## src/rtl/alu_pkg.sv

```systemverilog
`timescale 1ns/1ps
// alu_pkg
// Shared definitions for the ALU issue/writeback stage (alu_op_sequencer)
// and its register file:
//   - default data / register-address widths and register count
//   - ALU opcode encodings OP_ADD .. OP_SHR
//   - sequencer FSM state encoding
//   - bit positions inside the 2-bit {z,c} flag vector
package alu_pkg;

  localparam int DW_DEF   = 4;
  localparam int NREG_DEF = 4;
  localparam int AW_DEF   = 2;

  localparam logic [2:0] OP_ADD = 3'b000;
  localparam logic [2:0] OP_SUB = 3'b001;
  localparam logic [2:0] OP_AND = 3'b010;
  localparam logic [2:0] OP_OR  = 3'b011;
  localparam logic [2:0] OP_XOR = 3'b100;
  localparam logic [2:0] OP_NOT = 3'b101;
  localparam logic [2:0] OP_SHL = 3'b110;
  localparam logic [2:0] OP_SHR = 3'b111;

  typedef enum logic [1:0] {
    IDLE = 2'b00,
    EXEC = 2'b01,
    RESP = 2'b10
  } seq_state_e;

  localparam int FLAG_Z = 1;
  localparam int FLAG_C = 0;

endpackage

```

## src/rtl/alu_regfile.sv

```systemverilog
`timescale 1ns/1ps
// alu_regfile
// NREG x DW register file: two combinational read ports, one synchronous
// write port, synchronous active-high reset that clears every entry.
// Ports:
//   clk, rst          clock / synchronous active-high reset
//   we, waddr, wdata  write port (takes effect at the rising edge)
//   raddr_a, rdata_a  combinational read port A
//   raddr_b, rdata_b  combinational read port B
// Reads return the pre-edge contents, so a read and a write to the same
// entry in one cycle sees the old value.
module alu_regfile
  import alu_pkg::*;
#(
  parameter int DW   = DW_DEF,
  parameter int NREG = NREG_DEF,
  parameter int AW   = AW_DEF
) (
  input  logic          clk,
  input  logic          rst,
  input  logic          we,
  input  logic [AW-1:0] waddr,
  input  logic [DW-1:0] wdata,
  input  logic [AW-1:0] raddr_a,
  output logic [DW-1:0] rdata_a,
  input  logic [AW-1:0] raddr_b,
  output logic [DW-1:0] rdata_b
);

  logic [DW-1:0] mem [NREG];

  // NOTE: sequential state is updated with non-blocking assignments so every
  // flop samples pre-edge values regardless of process ordering.
  always_ff @(posedge clk) begin
    if (rst) begin
      // NOTE: the storage is reset because its post-reset contents are
      // architecturally visible; this keeps it as flops rather than a RAM.
      for (int i = 0; i < NREG; i++) begin
        mem[i] <= '0;
      end
    end else if (we) begin
      mem[waddr] <= wdata;
    end
  end

  assign rdata_a = mem[raddr_a];
  assign rdata_b = mem[raddr_b];

endmodule

```

## src/rtl/alu_op_sequencer.sv

```systemverilog
`timescale 1ns/1ps
// alu_op_sequencer
// Issue/writeback stage sitting directly upstream of the 4-bit combinational
// ALU. Accepts an instruction, reads its operands from alu_regfile, drives the
// ALU for one cycle, writes the ALU result back and offers it downstream.
// Ports:
//   clk, rst                       clock / synchronous active-high reset
//   in_valid, in_ready             instruction handshake
//   in_op, in_srca, in_srcb,       opcode and register indices
//   in_dst
//   in_use_imm, in_imm             immediate B operand (see macro below)
//   cfg_we, cfg_addr, cfg_data     register preload, honoured only in IDLE
//   alu_a, alu_b, alu_opcode       to the external ALU
//   alu_res, alu_flag              from the external ALU ({z,c})
//   out_valid, out_ready           result handshake
//   out_res, out_flag, out_dst     captured result, flags, written register
// Configuration macro:
//   ALU_SEQ_IMM_EN  when defined, in_use_imm=1 at accept selects in_imm as
//                   the B operand; otherwise B always comes from rf[srcb].
// Flow: IDLE -(accept)-> EXEC -> RESP -(out_ready)-> IDLE. The writeback
// happens on the EXEC->RESP edge, so the next instruction always reads it.
module alu_op_sequencer
  import alu_pkg::*;
#(
  parameter int DW   = DW_DEF,
  parameter int NREG = NREG_DEF,
  parameter int AW   = AW_DEF
) (
  input  logic          clk,
  input  logic          rst,
  input  logic          in_valid,
  output logic          in_ready,
  input  logic [2:0]    in_op,
  input  logic [AW-1:0] in_srca,
  input  logic [AW-1:0] in_srcb,
  input  logic [AW-1:0] in_dst,
  input  logic          in_use_imm,
  input  logic [DW-1:0] in_imm,
  input  logic          cfg_we,
  input  logic [AW-1:0] cfg_addr,
  input  logic [DW-1:0] cfg_data,
  output logic [DW-1:0] alu_a,
  output logic [DW-1:0] alu_b,
  output logic [2:0]    alu_opcode,
  input  logic [DW-1:0] alu_res,
  input  logic [1:0]    alu_flag,
  output logic          out_valid,
  input  logic          out_ready,
  output logic [DW-1:0] out_res,
  output logic [1:0]    out_flag,
  output logic [AW-1:0] out_dst
);

  seq_state_e    state_q, state_d;
  logic [DW-1:0] a_q, b_q;
  logic [2:0]    op_q;
  logic [AW-1:0] dst_q;

  logic [DW-1:0] rd_a, rd_b, b_sel;
  logic          accept;
  logic          rf_we;
  logic [AW-1:0] rf_waddr;
  logic [DW-1:0] rf_wdata;

  assign accept = in_valid & in_ready;

`ifdef ALU_SEQ_IMM_EN
  assign b_sel = in_use_imm ? in_imm : rd_b;
`else
  // Immediate ports stay on the interface but have no effect in this build.
  logic unused_imm;
  assign unused_imm = ^{in_use_imm, in_imm};
  assign b_sel      = rd_b;
`endif

  // Next-state logic.
  always_comb begin
    // NOTE: every always_comb output gets a default first so no path leaves
    // it unassigned, which would otherwise infer a latch.
    state_d = state_q;
    case (state_q)
      IDLE:    if (accept) state_d = EXEC;
      EXEC:    state_d = RESP;
      RESP:    if (out_ready) state_d = IDLE;
      default: state_d = IDLE;
    endcase
  end

  always_ff @(posedge clk) begin
    if (rst) state_q <= IDLE;
    else     state_q <= state_d;
  end

  // Operand latches: sampled at the accept edge and held through EXEC.
  always_ff @(posedge clk) begin
    if (rst) begin
      a_q   <= '0;
      b_q   <= '0;
      op_q  <= '0;
      dst_q <= '0;
    end else if (accept) begin
      a_q   <= rd_a;
      b_q   <= b_sel;
      op_q  <= in_op;
      dst_q <= in_dst;
    end
  end

  // Result capture on the EXEC->RESP edge; held for the whole RESP state.
  always_ff @(posedge clk) begin
    if (rst) begin
      out_res  <= '0;
      out_flag <= '0;
      out_dst  <= '0;
    end else if (state_q == EXEC) begin
      out_res  <= alu_res;
      out_flag <= alu_flag;
      out_dst  <= dst_q;
    end
  end

  // Register-file write mux: writeback in EXEC, preload only in IDLE.
  // Reset inside the register file overrides both, so an aborted EXEC
  // never writes back.
  always_comb begin
    rf_we    = 1'b0;
    rf_waddr = '0;
    rf_wdata = '0;
    if (state_q == EXEC) begin
      rf_we    = 1'b1;
      rf_waddr = dst_q;
      rf_wdata = alu_res;
    end else if (state_q == IDLE && cfg_we) begin
      rf_we    = 1'b1;
      rf_waddr = cfg_addr;
      rf_wdata = cfg_data;
    end
  end

  alu_regfile #(
    .DW   (DW),
    .NREG (NREG),
    .AW   (AW)
  ) u_regfile (
    .clk     (clk),
    .rst     (rst),
    .we      (rf_we),
    .waddr   (rf_waddr),
    .wdata   (rf_wdata),
    .raddr_a (in_srca),
    .rdata_a (rd_a),
    .raddr_b (in_srcb),
    .rdata_b (rd_b)
  );

  // Outputs are forced quiet while rst is high, even before the reset edge
  // has cleared the state and latches.
  assign in_ready   = ~rst & (state_q == IDLE);
  assign out_valid  = ~rst & (state_q == RESP);
  assign alu_a      = rst ? '0 : a_q;
  assign alu_b      = rst ? '0 : b_q;
  assign alu_opcode = rst ? 3'b000 : op_q;

endmodule

```

## config.mk

```make
export PLATFORM = sky130hd
export DESIGN_NAME = alu_op_sequencer
export DESIGN_NICKNAME = d
export VERILOG_FILES = /design/src/rtl/alu_pkg.sv /design/src/rtl/alu_regfile.sv /design/src/rtl/alu_op_sequencer.sv
export SDC_FILE = /design/constraint.sdc
export NUM_CORES = 1
export LEC_CHECK = 0
export CORE_ASPECT_RATIO = 0.5
export CORE_MARGIN = 5
export CORE_UTILIZATION = 53
export CTS_BUF_LIST = sky130_fd_sc_hd__clkbuf_4 sky130_fd_sc_hd__clkbuf_8
export CTS_CLUSTER_DIAMETER = 50
export DETAILED_ROUTE_END_ITERATION = 12
export PLACE_DENSITY = 0.9
export SLEW_MARGIN = 20
export SYNTH_ARGS = -nofsm -noshare
export SYNTH_HDL_FRONTEND = slang
export SYNTH_HIERARCHICAL = 1
export SYNTH_SLANG_ARGS = --single-unit
```

## constraint.sdc

```tcl
create_clock -name clk -period 3.35 [get_ports clk]
set_input_delay 0.67 -clock clk [delete_from_list [all_inputs] [get_ports clk]]
set_output_delay 0.67 -clock clk [all_outputs]
set_load 0.01 [all_outputs]
```

Word level (Yosys, flattened, before mapping)
Memories as Yosys holds them, arrays and structs flattened. A register that Yosys moved wholly into a read port is not among the register bits.
Cells that the tools add are included.
{"block": "totals", "ff_bits": 15, "latch_bits": 0, "ramBits": 16, "rom_bits": 0, "in_bits": 31, "output_inout_bits": 21, "word_cells": 39, "mem_count": 1}
{"block": "classes", "addsub": 0, "n_mul": 0, "div_mod_pow": 0, "magnitude_cmp": 0, "n_eq_ne": 4, "shifts": 0, "muxes": 20, "bitwise": 4, "reduce_logical": 4}
{"memory": "u_regfile.mem", "depth": 4, "width": 4, "rd": 2, "rd_clocked_by_memory_dff": 2, "write_ports": 4, "line_no": "alu_regfile.sv:30", "source": "logic [DW-1:0] mem [NREG];"}
{"operator": "4-bit two-way mux", "n": 5}
{"operator": "2-bit two-way mux", "n": 5}
{"operator": "1-bit two-way mux", "n": 8}
{"operator": "2-bit one-hot mux with 3 select lines", "n": 1}
{"operator": "2-bit != test (second input constant)", "n": 2}
{"operator": "4-bit OR reduction", "n": 1}
{"operator": "1-bit bitwise AND", "n": 3}
{"operator": "3-bit two-way mux", "n": 1}
{"operator": "2-bit by 1-bit equality test with 1-bit output (second input constant)", "n": 1}
{"operator": "2-bit equality test (second input constant)", "n": 1}
{"operator": "2-bit logical NOT", "n": 1}
{"operator": "2-bit AND reduction", "n": 1}
{"operator": "1-bit logical AND", "n": 1}
{"operator": "1-bit NOT", "n": 1}

Logic depth before layout (Yosys ltp)
Gate-level depths: netlist (run 1).
{"block": "logic_depth", "word_depth": 9, "ltp_mapped": 6, "mapped_depth_nobuf": 5}

Modules after synthesis
Netlist (run 1), hierarchy kept.
{"module": "alu_op_sequencer", "n_inst": 1, "cells_each": 131, "area_each_um2": 1011.0, "seq_area_each_um2": 460.4}
{"module": "alu_regfile", "n_inst": 1, "cells_each": 50, "area_each_um2": 879.6, "seq_area_each_um2": 480.5}

Worst setup path before layout (run 1)
Ideal clock, no wire load.
{"block": "synth_timing", "kind": "input-to-output", "from": "input port rst", "to": "output port out_valid", "arrival_time_ns": 1.358, "required_time_ns": 2.680, "slack_ns": 1.322, "stages": 3, "path_cell_list": "clkbuf_1 -> clkbuf_1 -> nor3b_1"}
{"block": "synth_between", "elab_chain_cells": 2}
{"element": "start: declaration", "line_no": "alu_op_sequencer.sv:30", "source": "input logic rst,"}
{"element": "1-bit NOT", "line_no": "alu_op_sequencer.sv:159", "source": "assign out_valid = ~rst & (state_q == RESP);"}
{"element": "1-bit bitwise AND", "line_no": "alu_op_sequencer.sv:159"}
{"element": "end: declaration", "line_no": "alu_op_sequencer.sv:47", "source": "output logic out_valid,"}
Every way passes these cells.

Worst setup path after layout (run 1)
{"block": "layout_timing", "from": "input port rst", "to": "output port in_ready"}
{"block": "layout_between", "elab_chain_cells": 2}
{"element": "1-bit NOT", "line_no": "alu_op_sequencer.sv:158", "source": "assign in_ready = ~rst & (state_q == IDLE);"}
{"element": "1-bit bitwise AND", "line_no": "alu_op_sequencer.sv:158"}
{"element": "end: declaration", "line_no": "alu_op_sequencer.sv:32", "source": "output logic in_ready,"}
Every way passes these cells.

==> flow_summary.json, run 1 <==
{
  "synth_nets": 212,
  "r2r-start": "state_q[0]$_SDFFE_PP0P_",
  "routabilityCongestion": 0.813,
  "wl_met1_mm": 1.75,
  "clockRootBuffer": "clkbuf_8",
  "drt_iter0_markers": 96,
  "status": "finished, final reports clean",
  "die_y_um": 52.2,
  "wl_met2_mm": 2.14,
  "hold_ws_ns": 0.450,
  "fmax_ghz": 0.362,
  "row_count": 15,
  "syn_inst": 181,
  "syn_to_final_growth_pct": 30.8,
  "grt-ovfl-total": 0,
  "fin_crit_sh": 0.824,
  "slew_viol_final": 0,
  "drt_first_pass_iters": 4,
  "power.total_mw": 1.04,
  "dp_hpwl_mm": 3.05,
  "yosys-top-cells-area": "edfxtp_1 25%, dfxtp_1 24%, mux4_1 11%",
  "design.core.area_mm2": 0.00343,
  "vdd_drop_max_v": 0.000162,
  "yosys-top-cells-count": "42 x nand2_1, 23 x dfxtp_1, 21 x a21oi_1",
  "htreeDepth": 2,
  "critPathSlowestCell": "clkdlybuf4s50_1",
  "synth-edff-count": 16,
  "reg2regPathDepth": 5,
  "nets": 256,
  "min_delay_path_depth": 2,
  "cap_violations": 0,
  "cp_common_cell": "clkdlybuf4s50_1",
  "r2r-end": "u_regfile/mem[2][3]$_SDFFCE_PN0P_",
  "synth.distinct_cells": 27,
  "setup_tns_ns": 0,
  "finalNonFillerCells": 277,
  "grt_pass1_wl_mm": 6.71,
  "top_layer": "met4",
  "crit_path_cell_trace": "clkdlybuf4s50_1 > buf_12 > nor3_1 > clkdlybuf4s50_1",
  "holdCritStartpoint": "op_q[0]$_SDFFE_PP0P_",
  "io_buffers": 46,
  "ys.flop_type": "dfxtp_1",
  "synth_top_cell_by_area": "edfxtp_1",
  "maxSlewHeadroom": 0.505,
  "p_comb_frac": 0.159,
  "cts_buffer_depth": 2,
  "antenna_found_initial": 0,
  "final_antenna_net_count": 0,
  "start_util": 0.550,
  "ys_seq_elements": 39,
  "min_to": "op_q[0]$_SDFFE_PP0P_",
  "place_inst": 269,
  "p_sw_frac": 0.243,
  "crit_path_end_kind": "output port",
  "finalSetupViolCount": 0,
  "synth.top_cell.area_share": 0.254,
  "fin_util": 0.720,
  "yosys_warnings": 6,
  "internal_power_mw": 0.791,
  "path_max_fanout": 43,
  "synth_most_common_cell": "nand2_1",
  "max_stage_delay_ns": 0.59,
  "fp.dieArea_mm2": 0.00493,
  "routedWlPerCell_um": 15.6,
  "drc": 0,
  "avgSynthCellArea_um2": 10.4,
  "criticalPathCategory": "input port to output port",
  "grtUsageTotal": 0.186,
  "fin_worst_skew_ns": 0.0105,
  "worstSetupStartpointType": "input port",
  "num_antenna_cells": 0,
  "synthArstFlopShare": 0,
  "clock_power_share": 0.320,
  "cp.arrival_ns": 2.09,
  "worst_pin_slew_ns": 0.740,
  "cts_tree": "done",
  "fin_crit_ns": 2.76,
  "cts.sinks": 39,
  "ctsHoldBuffers": 0,
  "routed-via-count": 1475,
  "finalHoldViolations": 0,
  "p_sw_mw": 0.254,
  "synth_seq_area_share": 0.498,
  "wirelength_mm": 4.32,
  "grt_pass1_vias": 1387,
  "routed_via_density": 5.32,
  "cts-buffers-inserted": 5,
  "regToRegSetupSlack_ns": 1.30,
  "required_ns": 2.68,
  "cts_resized": 0,
  "wl_met3_um": 313,
  "rsz0062_at_grt": "false",
  "die_x_um": 94.5,
  "cts_setup_buffers": 0,
  "hp-class": "flop to flop",
  "p_seq_frac": 0.522,
  "grt_max_degree": 44,
  "clk_latency_ns": 0.29,
  "io_pins": 52,
  "powerDensity_mw_per_mm2": 422,
  "drive_gt1_frac": 0.0841,
  "syn_area_mm2": 0.00189,
  "p_leak_nw": 0.915,
  "cts.clk_slew.worst_paths_ns": 0.07
}
==> kinds of logic after synthesis <==
| group | after synthesis | synth area share |
|---|---|---|
| simple gates | 91 | 0.256 |
| flops | 39 | 0.498 |
| mux | 8 | 0.111 |
| compound gates | 32 | 0.101 |
| buf+inv | 11 | 0.0337 |
==> sequential cells by signal, indices dropped and copies added, names as in the netlist <==
register       count
u_regfile/mem     16
b_q                4
dst_q              2
state_q            2
a_q                4
out_dst            2
out_res            4
op_q               3
out_flag           2
==> area by class of cell <==
class / instances / area [um2]
inverter: 1 / 3.75
timing repair buffer: 47 / 480
sequential: 39 / 941
tap: 51 / 63.8
fill: 217 / 961
multi-input combinational: 131 / 886
clock inverter: 1 / 8.76
clock buffer: 7 / 90.1
==> worst max-delay path by stage <==
stage	startpoint	end	slack, ns
final	rst	in_ready	0.59
after global routing	rst	in_ready	0.54
after CTS	rst	in_ready	0.59
after detailed placement	rst	in_ready	0.59
after global placement	rst	in_ready	0.61
after floorplan	rst	out_valid	1.32
==> layout by cell type, fill, tap and decap left out <==
master and instances:
a21oi_2 1, mux4_1 8, o21bai_1 2, nor2_1 8, or3b_1 1, clkbuf_8 6
a22oi_1 6, nand2b_1 2, dfxtp_1 23, buf_12 1, nor3_1 1, nor4b_2 1
inv_1 1, a31o_2 2, and4bb_2 2, and2b_2 1, and2_1 17, edfxtp_1 16
or3b_4 1, nor2b_2 1, clkdlybuf4s50_1 46, nand2_1 42, nor3b_2 1, clkinv_4 1
a21oi_1 21, clkbuf_4 1, nor3b_1 1, nor2b_1 12
==> through the flow <==
step	area [um2]	setup slack [ns]
3_3_place_gp	2370	0.607
2_1_floorplan	1890	1.32
6_report	2470	0.591
3_5_place_dp	2370	0.591
4_1_cts	2470	0.591
5_1_grt	2470	0.541
==> critical path: cells and delay by family <==
| family | cells | cell delay [ns] |
|---|---|---|
| buffers and inverters | 3 | 1.22 |
| AND/OR/NAND/NOR | 1 | 0.19 |
==> layer usage <==
metal	vias to the layer above	track usage
li1	723	-
met1	688	0.229
met2	50	0.309
met3	14	0.0473
met4	0	0.0933
met5	-	0
==> power by group through the flow <==
stage	sequential, mW	combinational [mW]	clock, mW
2_1_floorplan	0.547	0.0974	0
3_3_place_gp	0.552	0.158	0
3_5_place_dp	0.555	0.163	0
4_1_cts	0.544	0.166	0.338
5_1_grt	0.548	0.179	0.363
6_report	0.545	0.166	0.334
(Power assumes the default switching activity.)
==> run 2, diff against run 1 <==
- CORE_UTILIZATION: 53 -> 49
- PLACE_DENSITY: 0.9 -> 0.84
- clock period: 3.35 -> 2.6 ns (I/O delays scaled with it)
==> run 2 against run 1 <==
Compared with the run above: critical path depth unchanged; total power rose by 39%; via count increased by 4.8%; clock skew decreased by 0.0011 ns; clock power rose by 56%; sequential share of layout area down 0.74 points; sequential power grew 29%; worst setup slack got worse by 0.43 ns; combinational power increased by 34%; hold slack is essentially flat; critical endpoint unchanged; largest power group unchanged; highest routed layer unchanged.
==> flow_summary.json, run 2 (synthesized netlist as in run 1, its figures left out) <==
{
  "required_ns": 2.08,
  "top_register": "u_regfile/mem",
  "grt_max_degree": 34,
  "routedWlPerCell_um": 16.6,
  "num_antenna_cells": 0,
  "cts_setup_buffers": 0,
  "drt_first_pass_iters": 4,
  "final_cell_mix": "46 x clkdlybuf4s50_1, 42 x nand2_1, 23 x dfxtp_1",
  "cp.arrival_ns": 1.92,
  "final_antenna_net_count": 0,
  "htreeDepth": 2,
  "die_y_um": 53.9,
  "grt_pass1_wl_mm": 7.04,
  "routed_via_density": 5.50,
  "fp.dieArea_mm2": 0.00528,
  "powerDensity_mw_per_mm2": 574,
  "worstSetupStartpointType": "input port",
  "nets": 260,
  "pre_cts_ws_ns": 0.166,
  "power.total_mw": 1.45,
  "row_count": 15,
  "fmax_ghz": 0.409,
  "slew_viol_final": 0,
  "antenna_found_initial": 0,
  "maxSlewHeadroom": 0.648,
  "finalNonFillerCells": 281,
  "grt-ovfl-total": 0,
  "syn_to_final_growth_pct": 33.4,
  "vdd_drop_max_v": 0.000273,
  "status": "finished, final reports clean",
  "setup_tns_ns": 0,
  "finalHoldViolations": 0,
  "cap_violations": 0,
  "p_leak_nw": 0.944,
  "grt_pass1_vias": 1426,
  "start_util": 0.530,
  "worst_pin_slew_ns": 0.528,
  "drive_gt1_frac": 0.100,
  "fin_crit_sh": 0.939,
  "design.core.area_mm2": 0.00357,
  "dp_hpwl_mm": 3.38,
  "setup_ws_ns": 0.157,
  "grtUsageTotal": 0.174,
  "clockRootBuffer": "clkbuf_8",
  "criticalPathCategory": "input port to output port",
  "clk_latency_ns": 0.29,
  "io_pins": 52,
  "place_inst": 273,
  "drt_iter0_markers": 168,
  "layout_commonest_cell": "clkdlybuf4s50_1",
  "n_fill_cell": 245,
  "routed-via-count": 1546,
  "cts_tree": "done",
  "finalSetupViolCount": 0,
  "largest_register_ffs": 16,
  "die_x_um": 97.8,
  "wirelength_mm": 4.66,
  "cts.clk_slew.worst_paths_ns": 0.08,
  "crit_path_end_kind": "output port",
  "cts-buffers-inserted": 5,
  "drc": 0,
  "hold_ws_ns": 0.451,
  "path_max_fanout": 33,
  "routabilityCongestion": 0.788,
  "cts_buffer_depth": 2,
  "fin_crit_ns": 2.44,
  "cts.sinks": 39,
  "io_buffers": 46,
  "rsz0062_at_grt": "false",
  "cts_resized": 0,
  "hp-class": "flop to flop",
  "ctsHoldBuffers": 0,
  "fin_worst_skew_ns": 0.00944
}
==> run 2: layout make-up <==
class                   instances  area (um2)  share of cell area
repair buffers                 51         510               0.202
multi-input cells             131         886               0.351
inverters                       1        3.75             0.00149
flip-flops and latches         39         941               0.373
clock inverters                 2        35.0              0.0139
well taps                      51        63.8              0.0253
clock buffers                   6        82.6              0.0327
==> run 2: path summary, 6_finish.rpt <==
| path | from | end | slack (ns) | cells after the start |
|---|---|---|---|---|
| hold / removal | op_q[0]$_SDFFE_PP0P_ | op_q[0]$_SDFFE_PP0P_ | 0.45 | 2 |
| hold reg to reg | op_q[0]$_SDFFE_PP0P_ | op_q[0]$_SDFFE_PP0P_ | 0.45 | 2 |
| setup reg to reg | state_q[0]$_SDFFE_PP0P_ | u_regfile/mem[2][2]$_SDFFCE_PN0P_ | 0.50 | 5 |
| setup / recovery | rst | in_ready | 0.16 | 4 |
==> run 2: layer usage <==
metal	wire [um]	up-vias	GRT usage	part of all wire
li1	-	730	-	-
met1	1930	725	0.219	0.41
met2	2330	73	0.303	0.50
met3	321	18	0.0440	0.069
met4	79	0	0.0552	0.017
met5	0	-	0	0
==> run 2: power by group <==
part           leakage [nW]  total (mW)  internal (mW)  switching, mW
logic                 0.527       0.223          0.121          0.102
clock network        0.0612       0.521          0.311          0.211
registers             0.356       0.703          0.676         0.0269
==> run 2: critical path: stages <==
cell and delay (ns):
clkdlybuf4s50_1 0.44, buf_12 0.18, nor3_1 0.18, clkdlybuf4s50_1 0.59
==> run 2: per-stage QoR <==
stage,util,area (um2)
after detailed placement,0.674,2400
after global placement,0.674,2400
after CTS,0.707,2520
after global routing,0.707,2520
after floorplan,-,1890
final,0.707,2520
==> run 3, diff against run 2 <==
- SYNTH_HIERARCHICAL: 1 -> not set
==> run 3 against run 2 <==
Compared with the run above: via count decreased by 9.4%; flip-flop and latch count did not move; clock skew fell by 0.0039 ns; clock power fell by 18%; total power shrank 6.4%; sequential power shrank 0.7%; sequential share of layout area rose by 0.17 points; maximum frequency is 0.84% lower; critical path type unchanged; largest cell class unchanged.
==> flow_summary.json, run 3 <==
{
  "status": "finished, final reports clean",
  "design.core.area_mm2": 0.00355,
  "wirelength_mm": 3.86,
  "layout_commonest_cell": "clkdlybuf4s50_1",
  "routed_via_density": 5.28,
  "busiest_layer": "met2",
  "cap_violations": 0,
  "ys.flop_type": "dfxtp_1",
  "final_antenna_net_count": 0,
  "io_buffers": 46,
  "cp.arrival_ns": 1.94,
  "crit_path_cell_trace": "clkdlybuf4s50_1 > buf_12 > nor3b_1 > clkdlybuf4s50_1",
  "finalHoldViolations": 0,
  "nets": 244,
  "powerDensity_mw_per_mm2": 539,
  "max_stage_delay_ns": 0.59,
  "n_fill_cell": 240,
  "yosys-top-cells-count": "24 x nand2_1, 23 x dfxtp_1, 16 x edfxtp_1",
  "synth_top_cell_by_area": "edfxtp_1",
  "cts-buffers-inserted": 5,
  "cp_common_cell": "clkdlybuf4s50_1",
  "path_max_fanout": 15,
  "fin_crit_ns": 2.46,
  "worst_pin_slew_ns": 0.671,
  "routedWlPerCell_um": 14.6,
  "regToRegSetupSlack_ns": 0.62,
  "yosys_warnings": 0,
  "cts_buffer_depth": 2,
  "critPathSlowestCell": "clkdlybuf4s50_1",
  "synth_most_common_cell": "nand2_1",
  "synth-edff-count": 16,
  "drive_gt1_frac": 0.187,
  "die_x_um": 97.4,
  "dp_hpwl_mm": 2.92,
  "largest_register_ffs": 16,
  "clockRootBuffer": "clkbuf_8",
  "p_seq_frac": 0.515,
  "vdd_drop_max_v": 0.000389,
  "fin_crit_sh": 0.947,
  "io_pins": 52,
  "drt_iter0_markers": 58,
  "pre_cts_ws_ns": 0.172,
  "row_count": 15,
  "synth_nets": 195,
  "synth.distinct_cells": 26,
  "grt-ovfl-total": 0,
  "grt.met1_usage": 0.188,
  "p_leak_nw": 0.891,
  "maxSlewHeadroom": 0.552,
  "drc": 0,
  "routabilityCongestion": 0.760,
  "drt_first_pass_iters": 4,
  "cts_resized": 0,
  "htreeDepth": 2,
  "grtUsageTotal": 0.157,
  "clk_latency_ns": 0.29,
  "setup_tns_ns": 0,
  "yosys-top-cells-area": "edfxtp_1 26%, dfxtp_1 25%, mux4_2 9.6%",
  "p_sw_frac": 0.238,
  "top_register": "u_regfile.mem",
  "cts_setup_buffers": 0,
  "grt_max_degree": 24,
  "fp.dieArea_mm2": 0.00523,
  "criticalPathCategory": "input port to output port",
  "grt_pass1_vias": 1344,
  "grt_use_met3": 0.0673,
  "final_cell_mix": "46 x clkdlybuf4s50_1, 24 x nand2_1, 23 x dfxtp_1",
  "p_comb_frac": 0.169,
  "syn_to_final_growth_pct": 34.2,
  "internal_power_mw": 1.03,
  "crit_path_end_kind": "output port",
  "finalSetupViolCount": 0,
  "routed-via-count": 1400,
  "worstSetupStartpointType": "input port",
  "synth.top_cell.area_share": 0.257,
  "clock_power_share": 0.316,
  "synth_seq_area_share": 0.503,
  "syn_inst": 164,
  "setup_ws_ns": 0.137,
  "hp-class": "flop to flop",
  "cts.clk_slew.worst_paths_ns": 0.07,
  "num_antenna_cells": 0,
  "syn_area_mm2": 0.00187,
  "grt_use_met2": 0.262,
  "required_ns": 2.08,
  "grt_pass1_wl_mm": 6.33,
  "cts.sinks": 39,
  "cts_tree": "done",
  "rsz0062_at_grt": "false",
  "ctsHoldBuffers": 0,
  "ys_seq_elements": 39,
  "slew_viol_final": 0,
  "fin_worst_skew_ns": 0.00557,
  "p_sw_mw": 0.322,
  "antenna_found_initial": 0,
  "die_y_um": 53.7,
  "synthArstFlopShare": 0,
  "fmax_ghz": 0.406,
  "avgSynthCellArea_um2": 11.4,
  "start_util": 0.527
}
run 3: cell count changes in the layout (fill, tap and decap cells not counted), sizes merged, moves of 4 or more:
cell,before,now
nor4,0,4
nand2,42,24
a21oi,22,11
a21o,0,6
nand3b,0,6
nor3,1,9
a22oi,6,0
mux2,0,11
o21ai,0,4
and2,17,0
run 3: cell type report:
class                      instances  area [um2]  area share
clock inverter                     1        5.00     0.00199
timing repair buffer              53         538       0.214
clock buffer                       7        90.1      0.0359
tap                               51        63.8      0.0254
sequential                        39         941       0.375
multi-input combinational        114         873       0.348
run 3: critical path: cells and delay by family:
| kind | cells | cell delay (ns) |
|---|---|---|
| AND/OR/NAND/NOR | 1 | 0.20 |
| buffers and inverters | 3 | 1.21 |
run 3: path summary, 6_finish.rpt:
kind,cells after the start,startpoint,end
hold reg to reg,2,out_res[2]$_SDFFE_PP0P_,out_res[2]$_SDFFE_PP0P_
setup reg to reg,3,state_q[0]$_SDFFE_PP0P_,u_regfile.mem[2][2]$_SDFFCE_PN0P_
hold / removal,2,out_res[2]$_SDFFE_PP0P_,out_res[2]$_SDFFE_PP0P_
setup / recovery,4,rst,out_valid
run 3: routing by layer:
| layer | wire [um] | share of wire |
|---|---|---|
| met2 | 1660 | 0.43 |
| met4 | 38 | 0.0098 |
| met1 | 1810 | 0.47 |
| met5 | 0 | 0 |
| met3 | 350 | 0.091 |
run 3: stage by stage:
stage	hold slack (ns)	cell area [um2]	util	instances	total power [mW]
2_1_floorplan	0.453	1870	-	164	0.831
3_3_place_gp	0.441	2420	0.681	257	0.933
3_5_place_dp	0.450	2420	0.681	257	0.940
4_1_cts	0.461	2510	0.708	265	1.37
5_1_grt	0.477	2510	0.708	265	1.42
6_report	0.458	2510	0.708	265	1.35
run 3: power groups by stage:
| stage | sequential, mW | clock, mW | combinational [mW] |
|---|---|---|---|
| final | 0.698 | 0.428 | 0.229 |
| after global routing | 0.702 | 0.471 | 0.248 |
| after CTS | 0.697 | 0.439 | 0.231 |
| after detailed placement | 0.711 | 0 | 0.229 |
| after global placement | 0.709 | 0 | 0.225 |
| after floorplan | 0.703 | 0 | 0.127 |
run 3: logic make-up (layout without fill, tap and decap cells):
group | after synthesis | in the layout | synth area share
AOI/OAI and AO/OA | 25 | 25 | 0.0843
DFF | 39 | 39 | 0.503
and+or+nand+nor | 70 | 70 | 0.220
muxes | 19 | 19 | 0.163
buffers and inverters | 11 | 61 | 0.0301
